`src/rtl/piso_frame_ctrl.sv`:
```
// piso_frame_ctrl: frames one parallel word per valid/ready handshake into a
// serial stream of start(0), data MSB-first, optional even parity, stop(1),
// holding every serial bit for DIV clocks. The line idles high.
module piso_frame_ctrl #(
    parameter int unsigned WIDTH     = 4,
    parameter int unsigned DIV       = 4,
    parameter int unsigned PARITY_EN = 1
) (
    input  logic             clk,
    input  logic             rst,
    input  logic             din_valid,
    input  logic [WIDTH-1:0] din,
    output logic             din_ready,
    output logic             sout,
    output logic             busy,
    output logic             frame_done
);

    localparam int unsigned DIV_W = (DIV > 1) ? $clog2(DIV) : 1;
    localparam int unsigned BIT_W = (WIDTH > 1) ? $clog2(WIDTH) : 1;
    localparam logic [DIV_W-1:0] DIV_LAST = DIV_W'(DIV - 1);
    localparam logic [BIT_W-1:0] BIT_LAST = BIT_W'(WIDTH - 1);
    localparam logic             HAS_PAR  = (PARITY_EN != 0);

    typedef enum logic [2:0] {
        ST_IDLE   = 3'd0,
        ST_START  = 3'd1,
        ST_DATA   = 3'd2,
        ST_PARITY = 3'd3,
        ST_STOP   = 3'd4
    } state_t;

    state_t             state_q, state_d;
    logic [DIV_W-1:0]   div_q, div_d;
    logic [BIT_W-1:0]   bit_q, bit_d;
    logic [WIDTH-1:0]   sh_q, sh_d;
    logic [WIDTH-1:0]   sh_shift;
    logic               par_q, par_d;
    logic               sout_q, sout_d;
    logic               done_q, done_d;
    logic               div_last;

    // Handshake and status flags come straight from the state register
    assign din_ready = (state_q == ST_IDLE);
    assign busy      = ~din_ready;
    assign sout      = sout_q;
    assign frame_done = done_q;

    // State, counters, shifter and registered outputs
    always_ff @(posedge clk or posedge rst) begin
        if (rst) begin
            state_q <= ST_IDLE;
            div_q   <= '0;
            bit_q   <= '0;
            sh_q    <= '0;
            par_q   <= 1'b0;
            sout_q  <= 1'b1;
            done_q  <= 1'b0;
        end else begin
            state_q <= state_d;
            div_q   <= div_d;
            bit_q   <= bit_d;
            sh_q    <= sh_d;
            par_q   <= par_d;
            sout_q  <= sout_d;
            done_q  <= done_d;
        end
    end

    // Next-state logic; sout_d is the line value for the clock after the edge
    always_comb begin
        state_d  = state_q;
        div_d    = div_q;
        bit_d    = bit_q;
        sh_d     = sh_q;
        par_d    = par_q;
        sout_d   = sout_q;
        done_d   = 1'b0;
        div_last = (div_q == DIV_LAST);
        sh_shift = sh_q << 1;

        case (state_q)
            ST_IDLE: begin
                sout_d = 1'b1;
                if (din_valid) begin
                    sh_d    = din;
                    par_d   = ^din;
                    div_d   = '0;
                    bit_d   = '0;
                    state_d = ST_START;
                    sout_d  = 1'b0;
                end
            end

            ST_START: begin
                if (div_last) begin
                    div_d   = '0;
                    state_d = ST_DATA;
                    sout_d  = sh_q[WIDTH-1];
                end else begin
                    div_d = div_q + 1'b1;
                end
            end

            ST_DATA: begin
                if (div_last) begin
                    div_d = '0;
                    sh_d  = sh_shift;
                    if (bit_q == BIT_LAST) begin
                        bit_d = '0;
                        if (HAS_PAR) begin
                            state_d = ST_PARITY;
                            sout_d  = par_q;
                        end else begin
                            state_d = ST_STOP;
                            sout_d  = 1'b1;
                        end
                    end else begin
                        bit_d  = bit_q + 1'b1;
                        sout_d = sh_shift[WIDTH-1];
                    end
                end else begin
                    div_d = div_q + 1'b1;
                end
            end

            ST_PARITY: begin
                if (div_last) begin
                    div_d   = '0;
                    state_d = ST_STOP;
                    sout_d  = 1'b1;
                end else begin
                    div_d = div_q + 1'b1;
                end
            end

            ST_STOP: begin
                if (div_last) begin
                    div_d   = '0;
                    state_d = ST_IDLE;
                    sout_d  = 1'b1;
                end else begin
                    div_d = div_q + 1'b1;
                end
            end

            default: begin
                state_d = ST_IDLE;
                div_d   = '0;
                bit_d   = '0;
                sout_d  = 1'b1;
            end
        endcase

        // Pulse lands on the final stop-bit clock, including the DIV=1 case
        done_d = (state_d == ST_STOP) && (div_d == DIV_LAST);
    end

endmodule

```
`config.mk`:
```
export PLATFORM = sky130hd
export DESIGN_NAME = piso_frame_ctrl
export DESIGN_NICKNAME = d
export VERILOG_FILES = /design/src/rtl/piso_frame_ctrl.sv
export SDC_FILE = /design/constraint.sdc
export NUM_CORES = 1
export LEC_CHECK = 0
export BUFFER_PORTS_ARGS = -buffer_cell sky130_fd_sc_hd__buf_2
export CORE_ASPECT_RATIO = 1.1
export CORE_MARGIN = 3
export CORE_UTILIZATION = 55
export DETAILED_ROUTE_END_ITERATION = 12
export PLACE_DENSITY_LB_ADDON = 0.2
export SLEW_MARGIN = 25
export SYNTH_ARGS = -nofsm -noshare
export SYNTH_HDL_FRONTEND = slang
export SYNTH_SLANG_ARGS = --single-unit
```
`constraint.sdc`:
```
create_clock -name clk -period 1.9 [get_ports clk]
set_input_delay 0 -clock clk [delete_from_list [all_inputs] [get_ports clk]]
set_output_delay 0 -clock clk [all_outputs]
set_load 0.02 [all_outputs]
```
# --- Word-level counts from Yosys, hierarchy flattened ---
# Cells that the tools add are included.
totals:
  wordCells: 57
  regBits: 14
  out_inout_bits: 4
  ram_bits: 0
  n_memories: 0
  latch_bits: 0
  mem_bits_ro: 0
classes:
  n_addsub: 2
  n_reduce_logical: 11
  n_div: 0
  eq_ne: 12
  order_cmp: 0
  mul: 0
  mux: 23
  bitwise_logic: 2
  n_shift: 0
op_table:
  columns: ["operator", "n"]
  rows:
  - ["2-to-1 mux 3 bit", 6]
  - ["case mux 3 bit (5 select lines)", 1]
  - ["2-to-1 mux 2 bit", 5]
  - ["AND reduction 3 bit", 3]
  - ["2-to-1 mux 4 bit", 2]
  - ["case mux 4 bit (2 select lines)", 1]
  - ["== test 2 bit, second input constant", 3]
  - ["== test 3 x 2 -> 1 bit, second input constant", 2]
  - ["== test 3 bit, second input constant", 2]
  - ["inequality test 2 bit, second input constant", 3]
  - ["case mux 2 bit (3 select lines)", 1]
  - ["2-to-1 mux 1 bit", 5]
  - ["adder 2 x 1 -> 2 bit, second input constant", 2]
  - ["case mux 1 bit (4 select lines)", 1]
  - ["case mux 2 bit (2 select lines)", 1]
  - ["OR reduction 4 bit", 1]
  - ["parity 4 bit", 1]
  - ["== test 3 x 1 -> 1 bit, second input constant", 1]
  - ["zero test 3 bit", 1]
  - ["OR reduction 3 bit", 1]
  - ["inequality test 2 x 1 -> 1 bit, second input constant", 1]
  - ["inverter 1 bit", 2]
  - ["AND reduction 2 bit", 1]
  - ["nonzero test 2 bit", 1]
  - ["other kinds (2)", 2]

# --- Depth between registers and ports, before layout ---
# Gate-level depths: netlist of the first run.
depth:
  depth_word: 6
  mapped_depth: 5

# --- Worst setup path after synthesis of the first run ---
# No wires, ideal clock.
synth_path:
  path_kind: "reg-to-reg"
  startpoint: "register div_q[0]"
  endpoint: "register sh_q[0]"
  slack_ns: 0.331
  setup_ns: 0.125
  stages_incl_launch_ff: 5
  synth_period_minus_slack_ns: 1.569
  required_ns: 1.775
  arrival_time_ns: 1.444
  path_buffers: 0
  path_cell_list: "dfrtp_1 > ha_1 > nand2_2 > a211oi_4 > mux2_4"
synth_between:
  elab_chain_cells: 3
synth_rtl:
  columns: ["item", "line", "text"]
  rows:
  - ["from (decl)", "34", "logic [DIV_W-1:0] div_q, div_d;"]
  - ["from (signal assigned)", "61", "div_q <= div_d;"]
  - ["== test 2 bit", "79", "div_last = (div_q == DIV_LAST);"]
  - ["inequality test 2 bit (no source line)", null, null]
  - ["AND reduction 3 bit (no source line)", null, null]
  - ["to (signal assigned)", "55", "sh_q <= '0;"]
  - ["to (signal assigned)", "63", "sh_q <= sh_d;"]
  - ["to (decl)", "36", "logic [WIDTH-1:0] sh_q, sh_d;"]
# Every way passes these cells.
# A chain may end at the register's enable or synchronous reset.

# --- Worst setup path after layout of the first run ---
layout_path:
  startpoint: "register state_q[1]"
  endpoint: "register sh_q[3]"
layout_between:
  elab_chain_cells: 3
  elab_cells_between_ends: 7
layout_rtl:
  columns: ["item", "line", "text"]
  rows:
  - ["from (decl)", "33", "state_t state_q, state_d;"]
  - ["from (signal assigned)", "60", "state_q <= state_d;"]
  - ["== test 3 x 2 -> 1 bit / zero test 3 bit (equally long branches)", "82", "case (state_q)"]
  - ["inequality test 2 bit (no source line) / nonzero test 2 bit (equally long branches)", null, null]
  - ["AND reduction 3 bit (no source line)", null, null]
# Parallel ways exist; a longest one is shown, timed or not.

==> metrics.csv, run 1 <==
stage,metric,value,unit
cells_and_area,Layout Area Growth over Synthesis,12.9,%
placement,IO Port Bufs,10,
floorplan,io pins,11,
placement,HPWL Detailed,1190,um
yosys,ys async rst share,100,%
status,status,"complete, no violations",
floorplan,die span in y,47.6,um
setup_path,CP arrival,1.83,ns
global_routing,Total Routing Usage GR,17.5,%
yosys,Yosys warning total,0,
hold_path,Hold Path Class,in -> reg,
cells_and_area,"most common cell after layout, fill and taps aside",dfrtp_1,
global_routing,largest net degree at the start of global routing,15,
cts,CTS tree,built,
yosys,synthesized instance count,80,
sta,slew margin rel.,63.6,%
floorplan,die area,2080,sq um
pwr,worst vdd ir,0.789,mV
sta,Slew Limit Fails,0,
yosys,number of synthesized register bits,14,
floorplan,core area,1420,sq um
hold_path,Hold Path End,sh_q[2]$_DFFE_PP0P_,
sta,Final Hold Viols,0,
yosys,Syn Std Cell Area,863,sq um
cts,postcts setup bufs,0,
drt,WL met2,723,um
drt,via count,634,
setup_path,crit path max fanout,12,
cts,Num Clock Sinks,14,
hold_path,Hold Path Depth,3,
pwr,leakage power,0.436,nW
yosys,Post-synth EDFFs,0,
placement,Placed Area,938,sq um
cts,clock insertion delay at the later pin of the skew report,0.28,ns
cells_and_area,share of layout cells above drive strength 1,33.7,%
cells_and_area,Nets,106,
yosys,syn_area_per_cell,10.8,sq um
drt,First-pass DRT Iterations,4,
setup_path,FF-to-FF setup slack,0.24,ns
cells_and_area,Post-Layout Cell Count,111,
run,Max Cap Viol,0,
drt,Residual DRC,0,
global_routing,first-pass GRT wire length,2630,um
setup_path,RR Endpoint,sh_q[3]$_DFFE_PP0P_,
floorplan,initial core utilization,60.8,%
cts,Root Buffer,clkbuf_4,
drt,DR WL met3,46,um
sta,Least-Margin Pin Slew,0.546,ns
global_routing,vias in the first global route,579,
global_routing,initial antenna violation count,0,
cts,Num CTS Buffers,3,
sta,post-route minimum period,1.66,ns
sta,skew final,0.00900,ns
sta,Max Freq,604,MHz
sta,fin crit share,87.1,%
floorplan,Die W,43.8,um
setup_path,Critical Path Sink Type,register,
cells_and_area,diode count,0,
cells_and_area,most frequent cells in the layout,"13 x dfrtp_1, 10 x buf_2, 5 x nand2_1",
sta,RSZ-0062 raised after global routing,no,
setup_path,Setup CP Type,reg -> reg,
drt,DR top layer,met4,
cts,clock tree buffer depth,2,
drt,wire length on met1,810,um
setup_path,Worst EP required,2.08,ns
sta,final setup vio count,0,
yosys,post-synthesis net count,90,
yosys,post-synthesis sequential area ratio,40.7,%
floorplan,row cnt,14,
placement,RePlAce Congestion,0.805,
drt,Routed Antenna Nets,0,
drt,Total Wirelength,1600,um
yosys,Post-synth top flop,dfrtp_1,
cts,H-tree level count,1,
pwr,Cell Pwr Density,1550,nW/um^2
drt,Via-to-Cell Ratio,5.71,
cts,"Clk pin slew, worst setup/hold paths",0.09,ns
yosys,post-synth cell types,39,
sta,setup TNS,0,ns
setup_path,reg2reg start,state_q[1]$_DFF_PP0_,
hold_path,HP Start,din[2],
drt,DRT iter0 DRCs,7,
cells_and_area,post-route cell area,975,sq um
placement,number of cells after detailed placement,106,
setup_path,R2R depth,3,
global_routing,GRT Residual Overflow,0,
drt,routed length per instance,14.4,um
setup_path,startpoint class of the critical path,register,
-- area by class of cell --
cell class,count,area (sq um)
Tap cell,16,20.0
Clock buffer,4,26.3
Timing Repair Buffer,15,90.1
Sequential cell,14,352
Inverter,3,11.3
Multi-Input combinational cell,59,475
Fill cell,106,444
-- synthesized netlist by cell type (3+ instances only) --
cell | count | area share (%)
dfrtp_1 | 13 | 38
nand2_1 | 5 | 2.2
a21oi_1 | 4 | 2.3
mux2_4 | 4 | 7.0
nor2_1 | 4 | 1.7
ha_1 | 3 | 4.3
mux2_1 | 3 | 3.9
nand3_1 | 3 | 1.7
o21ai_0 | 3 | 1.7
-- worst max-delay path by stage --
stage,depth (start not counted),slack [ns],startpoint,end
after global placement,3,0.29,state_q[1]$_DFF_PP0_,sh_q[1]$_DFFE_PP0P_
after floorplan,4,0.33,div_q[0]$_DFF_PP0_,sh_q[0]$_DFFE_PP0P_
final,3,0.24,state_q[1]$_DFF_PP0_,sh_q[3]$_DFFE_PP0P_
after CTS,3,0.24,state_q[1]$_DFF_PP0_,sh_q[3]$_DFFE_PP0P_
after detailed placement,3,0.25,state_q[1]$_DFF_PP0_,sh_q[3]$_DFFE_PP0P_
after global routing,3,0.13,state_q[1]$_DFF_PP0_,sh_q[3]$_DFFE_PP0P_
-- per-layer routing --
| layer | track usage, % | vias up |
|---|---|---|
| met4 | 7.23 | 0 |
| met5 | 0 | - |
| li1 | - | 323 |
| met3 | 4.51 | 2 |
| met1 | 22.5 | 300 |
| met2 | 28.2 | 9 |
-- power by group --
group          internal (mW)  switching [mW]
sequential             0.440           0.133
clock                 0.0816          0.0974
combinational          0.392           0.363
-- timing repair --
item	CTS	global route
setup endpoints to repair	0	0
gates resized for setup	0	0
endpoints found under the hold margin	13	0
hold buffers	1	0
-- registers in the layout (all words and copies together), names as in the netlist --
name and count:
bit_q 2, sout 1, frame_done 1, sh_q 4
div_q 2, state_q 3, par_q 1
-- kinds of logic (layout without fill, tap and decap cells) --
kind of cell	after synthesis	after routing	share of synthesized area, %
fa+ha+maj	3	3	4.35
flops	14	14	40.7
xor+xnor	4	4	4.06
compound gates	14	14	11.3
buf+inv	7	22	4.20
simple gates	29	29	21.9
mux	9	9	13.5
-- per-stage QoR --
step           util [%]  hold WS (ns)  power, mW  worst slack [ns]
5_1_grt            68.7        0.0662       1.63             0.133
3_5_place_dp       66.1        0.0680       1.33             0.247
2_1_floorplan         -        -0.111       1.17             0.331
4_1_cts            68.7        0.0761       1.51             0.245
6_report           68.7        0.0880       1.51             0.245
3_3_place_gp       66.1        0.0578       1.31             0.289
-- critical path: stages, from the launching register on --
cell     delay (ns)
dfrtp_1        0.53
nor3b_2        0.40
mux2_1         0.37
mux2_4         0.26
Power figures use the tool's default switching activity.
==> run 2, diff against run 1 <==
--- a/config.mk
+++ b/config.mk
@@ -8,7 +8,7 @@
 export BUFFER_PORTS_ARGS = -buffer_cell sky130_fd_sc_hd__buf_2
 export CORE_ASPECT_RATIO = 1.1
 export CORE_MARGIN = 3
-export CORE_UTILIZATION = 55
+export CORE_UTILIZATION = 40
 export DETAILED_ROUTE_END_ITERATION = 12
 export PLACE_DENSITY_LB_ADDON = 0.2
 export SLEW_MARGIN = 25
==> run 2 against run 1 <==
Non-clock buffer count rose by 1. Clock power rose by 25%. Flip-flop and latch count did not move. Final area rose by 3.3%. Sequential power fell by 3.5%. Die area rose by 32%. First-iteration DRC count rose by 130%. Hold slack got worse by 0.013 ns. Critical endpoint is now sh_q[1]$_DFFE_PP0P_.
==> metrics.csv, run 2 (synthesis results as in run 1) <==
stage,metric,value,unit
status,status,"complete, no violations",
setup_path,Critical Path Sink Type,register,
sta,RSZ-0062 raised after global routing,no,
cts,postcts setup bufs,0,
drt,Total Wirelength,1800,um
placement,Placed Area,961,sq um
sta,final setup vio count,0,
floorplan,die span in y,54.7,um
drt,First-pass DRT Iterations,4,
cells_and_area,"most common cell after layout, fill and taps aside",dfrtp_1,
sta,Slew Limit Fails,0,
floorplan,Die W,50.3,um
setup_path,Buf/Inv on CP,0,
cells_and_area,most frequent cells in the layout,"13 x dfrtp_1, 10 x buf_2, 5 x nand2_1, 5 x buf_4",
cts,Num Clock Sinks,14,
setup_path,FF-to-FF setup slack,0.17,ns
setup_path,CP top delay family,multiplexers,
floorplan,io pins,11,
setup_path,slowest CP cell,dfrtp_1,
sta,Final Hold Viols,0,
cells_and_area,footprint of the multi-input gates,475,sq um
cells_and_area,Layout Area Growth over Synthesis,16.7,%
pwr,worst vdd ir,0.655,mV
cells_and_area,diode count,0,
floorplan,initial core utilization,42.7,%
setup_path,startpoint class of the critical path,register,
setup_path,Worst EP required,2.07,ns
drt,Routed Antenna Nets,0,
cells_and_area,biggest regs,"sh_q (4), state_q (3)",
placement,IO Port Bufs,10,
cts,Root Buffer,clkbuf_4,
sta,skew final,0.00889,ns
hold_path,Hold Path Class,in -> reg,
setup_path,CP Cell Sequence,nor3b_2 > mux2_1 > mux2_4,
placement,HPWL Detailed,1340,um
drt,via count,675,
sta,post-route minimum period,1.73,ns
cells_and_area,post-route cell area,1010,sq um
sta,slew margin rel.,63.5,%
drt,DRT iter0 DRCs,16,
drt,routed length per instance,14.5,um
pwr,leakage power,0.447,nW
global_routing,largest net degree at the start of global routing,15,
cells_and_area,Filler cells,192,
setup_path,crit path max fanout,9,
cells_and_area,max reg flops,4,
cts,Num CTS Buffers,3,
cells_and_area,share of layout cells above drive strength 1,35.4,%
cts,H-tree level count,1,
sta,fin crit share,91.0,%
global_routing,initial antenna violation count,0,
sta,Max Freq,578,MHz
cts,"Clk pin slew, worst setup/hold paths",0.10,ns
cells_and_area,Nets,107,
sta,setup TNS,0,ns
cells_and_area,Storage cell area,352,sq um
setup_path,max incr delay on CP,0.53,ns
cells_and_area,Top reg by flops,sh_q,
drt,Residual DRC,0,
setup_path,CP arrival,1.90,ns
placement,number of cells after detailed placement,119,
global_routing,GRT Residual Overflow,0,
run,Max Cap Viol,0,
sta,Least-Margin Pin Slew,0.547,ns
global_routing,Total Routing Usage GR,14.9,%
cts,CTS tree,built,
pwr,Cell Pwr Density,1580,nW/um^2
drt,Via-to-Cell Ratio,5.44,
floorplan,die area,2750,sq um
setup_path,Setup CP Type,reg -> reg,
placement,RePlAce Congestion,0.783,
pwr,total power,1.59,mW
global_routing,first-pass GRT wire length,2950,um
cts,post-CTS resize count,0,
cts,clock tree buffer depth,2,
cts,clock insertion delay at the later pin of the skew report,0.29,ns
global_routing,vias in the first global route,611,
cells_and_area,Post-Layout Cell Count,124,
cts,CTS Hold Bufs,1,
floorplan,row cnt,17,
floorplan,core area,2020,sq um
==> run 2: cell count changes in the layout (fill, tap and decap cells not counted) <==
cell	previous run	this run
buf_4	4	5
clkbuf_8	0	1
clkbuf_1	1	0
==> run 2: final timing paths <==
check	startpoint	endpoint	depth (start not counted)
min in group asynchronous	rst	par_q$_DFFE_PP0P_	3
min	din[3]	sh_q[3]$_DFFE_PP0P_	3
min reg2reg	bit_q[0]$_DFFE_PP0P_	bit_q[0]$_DFFE_PP0P_	1
max in group asynchronous	rst	frame_done$_DFF_PP0_	3
max	state_q[1]$_DFF_PP0_	sh_q[1]$_DFFE_PP0P_	3
max reg2reg	state_q[1]$_DFF_PP0_	sh_q[1]$_DFFE_PP0P_	3
==> run 2: report_power, final <==
group,internal [mW],switching [mW],total (mW)
Clock,0.117,0.107,0.223
Combinational,0.409,0.407,0.815
Sequential,0.440,0.113,0.553
==> run 2: worst reg2reg max path, delay by kind of cell, from the launching register on <==
| kind | cells | cell delay (ns) |
|---|---|---|
| flops | 1 | 0.53 |
| mux | 2 | 0.63 |
| simple gates | 1 | 0.46 |
==> run 2: area by class of cell <==
cell class / instances / area share, %
clock buffers: 4 / 3.60
flip-flops and latches: 14 / 34.9
repair buffers: 16 / 9.69
inverters: 3 / 1.12
multi-input cells: 59 / 47.2
well taps: 28 / 3.48
==> run 2: stage by stage <==
stage	hold slack, ns	worst slack [ns]	util [%]
finish	0.0754	0.170	49.8
global route	0.0863	0.101	49.8
CTS	0.0802	0.167	49.8
detailed placement	0.0710	0.189	47.6
global placement	0.0706	0.193	47.6
floorplan	-0.111	0.331	-
==> run 2: metal layers <==
layer	part of all wire, %	GRT usage [%]	wire length [um]	up-vias
li1	-	-	-	321
met1	43	18.5	769	324
met2	50	25.0	897	25
met3	5.4	3.54	97	5
met4	1.8	6.73	32	0
met5	0	0	0	-
==> run 3, diff against run 2 <==
--- a/config.mk
+++ b/config.mk
@@ -11,7 +11,6 @@
 export CORE_UTILIZATION = 40
 export DETAILED_ROUTE_END_ITERATION = 12
 export PLACE_DENSITY_LB_ADDON = 0.2
-export SLEW_MARGIN = 25
 export SYNTH_ARGS = -nofsm -noshare
 export SYNTH_HDL_FRONTEND = slang
 export SYNTH_SLANG_ARGS = --single-unit
==> constraint.sdc (replaced) <==
create_clock -name clk -period 2.1 [get_ports clk]
set_input_delay 0 -clock clk [delete_from_list [all_inputs] [get_ports clk]]
set_output_delay 0 -clock clk [all_outputs]
set_load 0.02 [all_outputs]
==> run 3 against run 2 <==
Clock-buffer cell count unchanged. Core utilization down 0.74 points. Worst setup slack improved by 0.13 ns. Non-clock buffer count decreased by 2. Wire length down 8.4%. Global-route usage is 1.6 points lower. Maximum frequency fell by 3.9%. Combinational power shrank 20%. Final area decreased by 1.5%. First-iteration DRC count fell by 25%. Clock skew decreased by 0.0042 ns. Final cell count decreased by 1.6%. Critical endpoint is now sh_q[3]$_DFFE_PP0P_. Largest cell class unchanged. Highest routed layer unchanged.
==> metrics.csv, run 3 (synthesis results as in run 1) <==
stage,metric,value,unit
floorplan,row cnt,17,
sta,final setup vio count,0,
cells_and_area,most frequent cells in the layout,"13 x dfrtp_1, 10 x buf_2, 5 x nand2_1",
run,Max Cap Viol,0,
placement,IO Port Bufs,10,
cts,"Clk pin slew, worst setup/hold paths",0.09,ns
cts,H-tree level count,1,
cells_and_area,max reg flops,4,
sta,Final Hold Viols,0,
setup_path,Crit. Startpoint,state_q[1]$_DFF_PP0_,
sta,Max Freq,555,MHz
cells_and_area,biggest regs,"sh_q (4), state_q (3)",
hold_path,Hold Path Class,in -> reg,
floorplan,io pins,11,
pwr,leakage power,0.437,nW
placement,RePlAce Congestion,0.783,
cts,Num CTS Buffers,3,
setup_path,Worst EP required,2.28,ns
drt,Via-to-Cell Ratio,5.16,
drt,First-pass DRT Iterations,4,
cts,clock insertion delay at the later pin of the skew report,0.28,ns
cells_and_area,"most common cell after layout, fill and taps aside",dfrtp_1,
cts,Num Clock Sinks,14,
setup_path,crit path max fanout,16,
sta,skew final,0.00468,ns
global_routing,vias in the first global route,576,
setup_path,RR Endpoint,sh_q[3]$_DFFE_PP0P_,
cells_and_area,share of layout cells above drive strength 1,34.0,%
pwr,Cell Pwr Density,1400,nW/um^2
floorplan,initial core utilization,42.7,%
cts,postcts setup bufs,0,
setup_path,Setup CP Type,reg -> reg,
setup_path,slowest CP cell,dfrtp_1,
global_routing,first-pass GRT wire length,2700,um
setup_path,max incr delay on CP,0.65,ns
sta,Slew Limit Fails,0,
sta,slew margin rel.,62.6,%
drt,Total Wirelength,1640,um
status,status,"complete, no violations",
setup_path,startpoint class of the critical path,register,
drt,Residual DRC,0,
cells_and_area,Nets,105,
cts,CTS tree,built,
cells_and_area,Layout Area Growth over Synthesis,14.9,%
setup_path,Critical Path Sink Type,register,
drt,via count,629,
setup_path,FF-to-FF setup slack,0.30,ns
cts,clock tree buffer depth,2,
floorplan,die span in y,54.7,um
setup_path,reg2reg start,state_q[1]$_DFF_PP0_,
global_routing,largest net degree at the start of global routing,17,
global_routing,Total Routing Usage GR,13.4,%
cts,Root Buffer,clkbuf_4,
sta,RSZ-0062 raised after global routing,no,
global_routing,GRT Residual Overflow,0,
sta,setup TNS,0,ns
setup_path,CP arrival,1.98,ns
sta,Least-Margin Pin Slew,0.561,ns
placement,HPWL Detailed,1210,um
setup_path,CP Cell Sequence,nor3b_2 > mux2_1 > mux2_4,
drt,routed length per instance,13.5,um
sta,post-route minimum period,1.80,ns
cells_and_area,Top reg by flops,sh_q,
setup_path,Setup crit end,sh_q[3]$_DFFE_PP0P_,
setup_path,R2R depth,3,
pwr,worst vdd ir,0.580,mV
floorplan,die area,2750,sq um
global_routing,initial antenna violation count,0,
sta,fin crit share,85.7,%
drt,DRT iter0 DRCs,12,
floorplan,Die W,50.3,um
floorplan,core area,2020,sq um
pwr,total power,1.39,mW
cells_and_area,diode count,0,
drt,Routed Antenna Nets,0,
[run 3: cell types whose count changed in the layout (fill, tap and decap cells not counted), sizes merged]
cell	delta
buf	-2
[run 3: final cells by class]
type                    count  area (sq um)
clock buffers               4          36.3
fillers                   199          1030
inverters                   3          11.3
multi-input cells          59           475
flip-flops and latches     14           352
well taps                  28          35.0
repair buffers             14          82.6
[run 3: how the worst min path moves through the flow]
stage | from | endpoint | slack (ns) | depth (start not counted)
floorplan | rst | bit_q[0]$_DFFE_PP0P_ | -0.11 | 1
detailed placement | rst | sh_q[3]$_DFFE_PP0P_ | 0.08 | 2
CTS | din[2] | sh_q[2]$_DFFE_PP0P_ | 0.08 | 3
global route | din[3] | sh_q[3]$_DFFE_PP0P_ | 0.08 | 3
finish | din[2] | sh_q[2]$_DFFE_PP0P_ | 0.08 | 3
global placement | rst | state_q[2]$_DFF_PP0_ | 0.07 | 2
[run 3: repair_timing]
action                    CTS  global route
hold endpoints to repair   13             0
hold buffers                1             0
resized for setup           0             0
[run 3: through the flow]
stage	hold slack [ns]	instance area [sq um]	std cells	worst slack [ns]	utilization, %
after detailed placement	0.0807	946	117	0.299	46.8
after floorplan	-0.111	863	80	0.531	-
after global placement	0.0715	946	117	0.355	46.8
after global routing	0.0844	992	122	0.192	49.1
final	0.0780	992	122	0.300	49.1
after CTS	0.0755	992	122	0.284	49.1
[run 3: critical path: cells and delay by family, from the launching register on]
family	cells	cell delay, ns
DFF	1	0.65
muxes	2	0.62
and+or+nand+nor	1	0.43
[run 3: where the power goes]
group	switching [mW]	internal [mW]	total [mW]
Clock	0.0935	0.105	0.199
Sequential	0.142	0.397	0.539
Combinational	0.309	0.345	0.654
[run 3: metal layers]
metal,up-vias,global-route usage [%],share of wire [%]
met5,-,0,0
met4,0,6.73,0.61
met3,2,2.45,2.9
met2,9,21.5,46
met1,304,17.3,50
li1,314,-,-
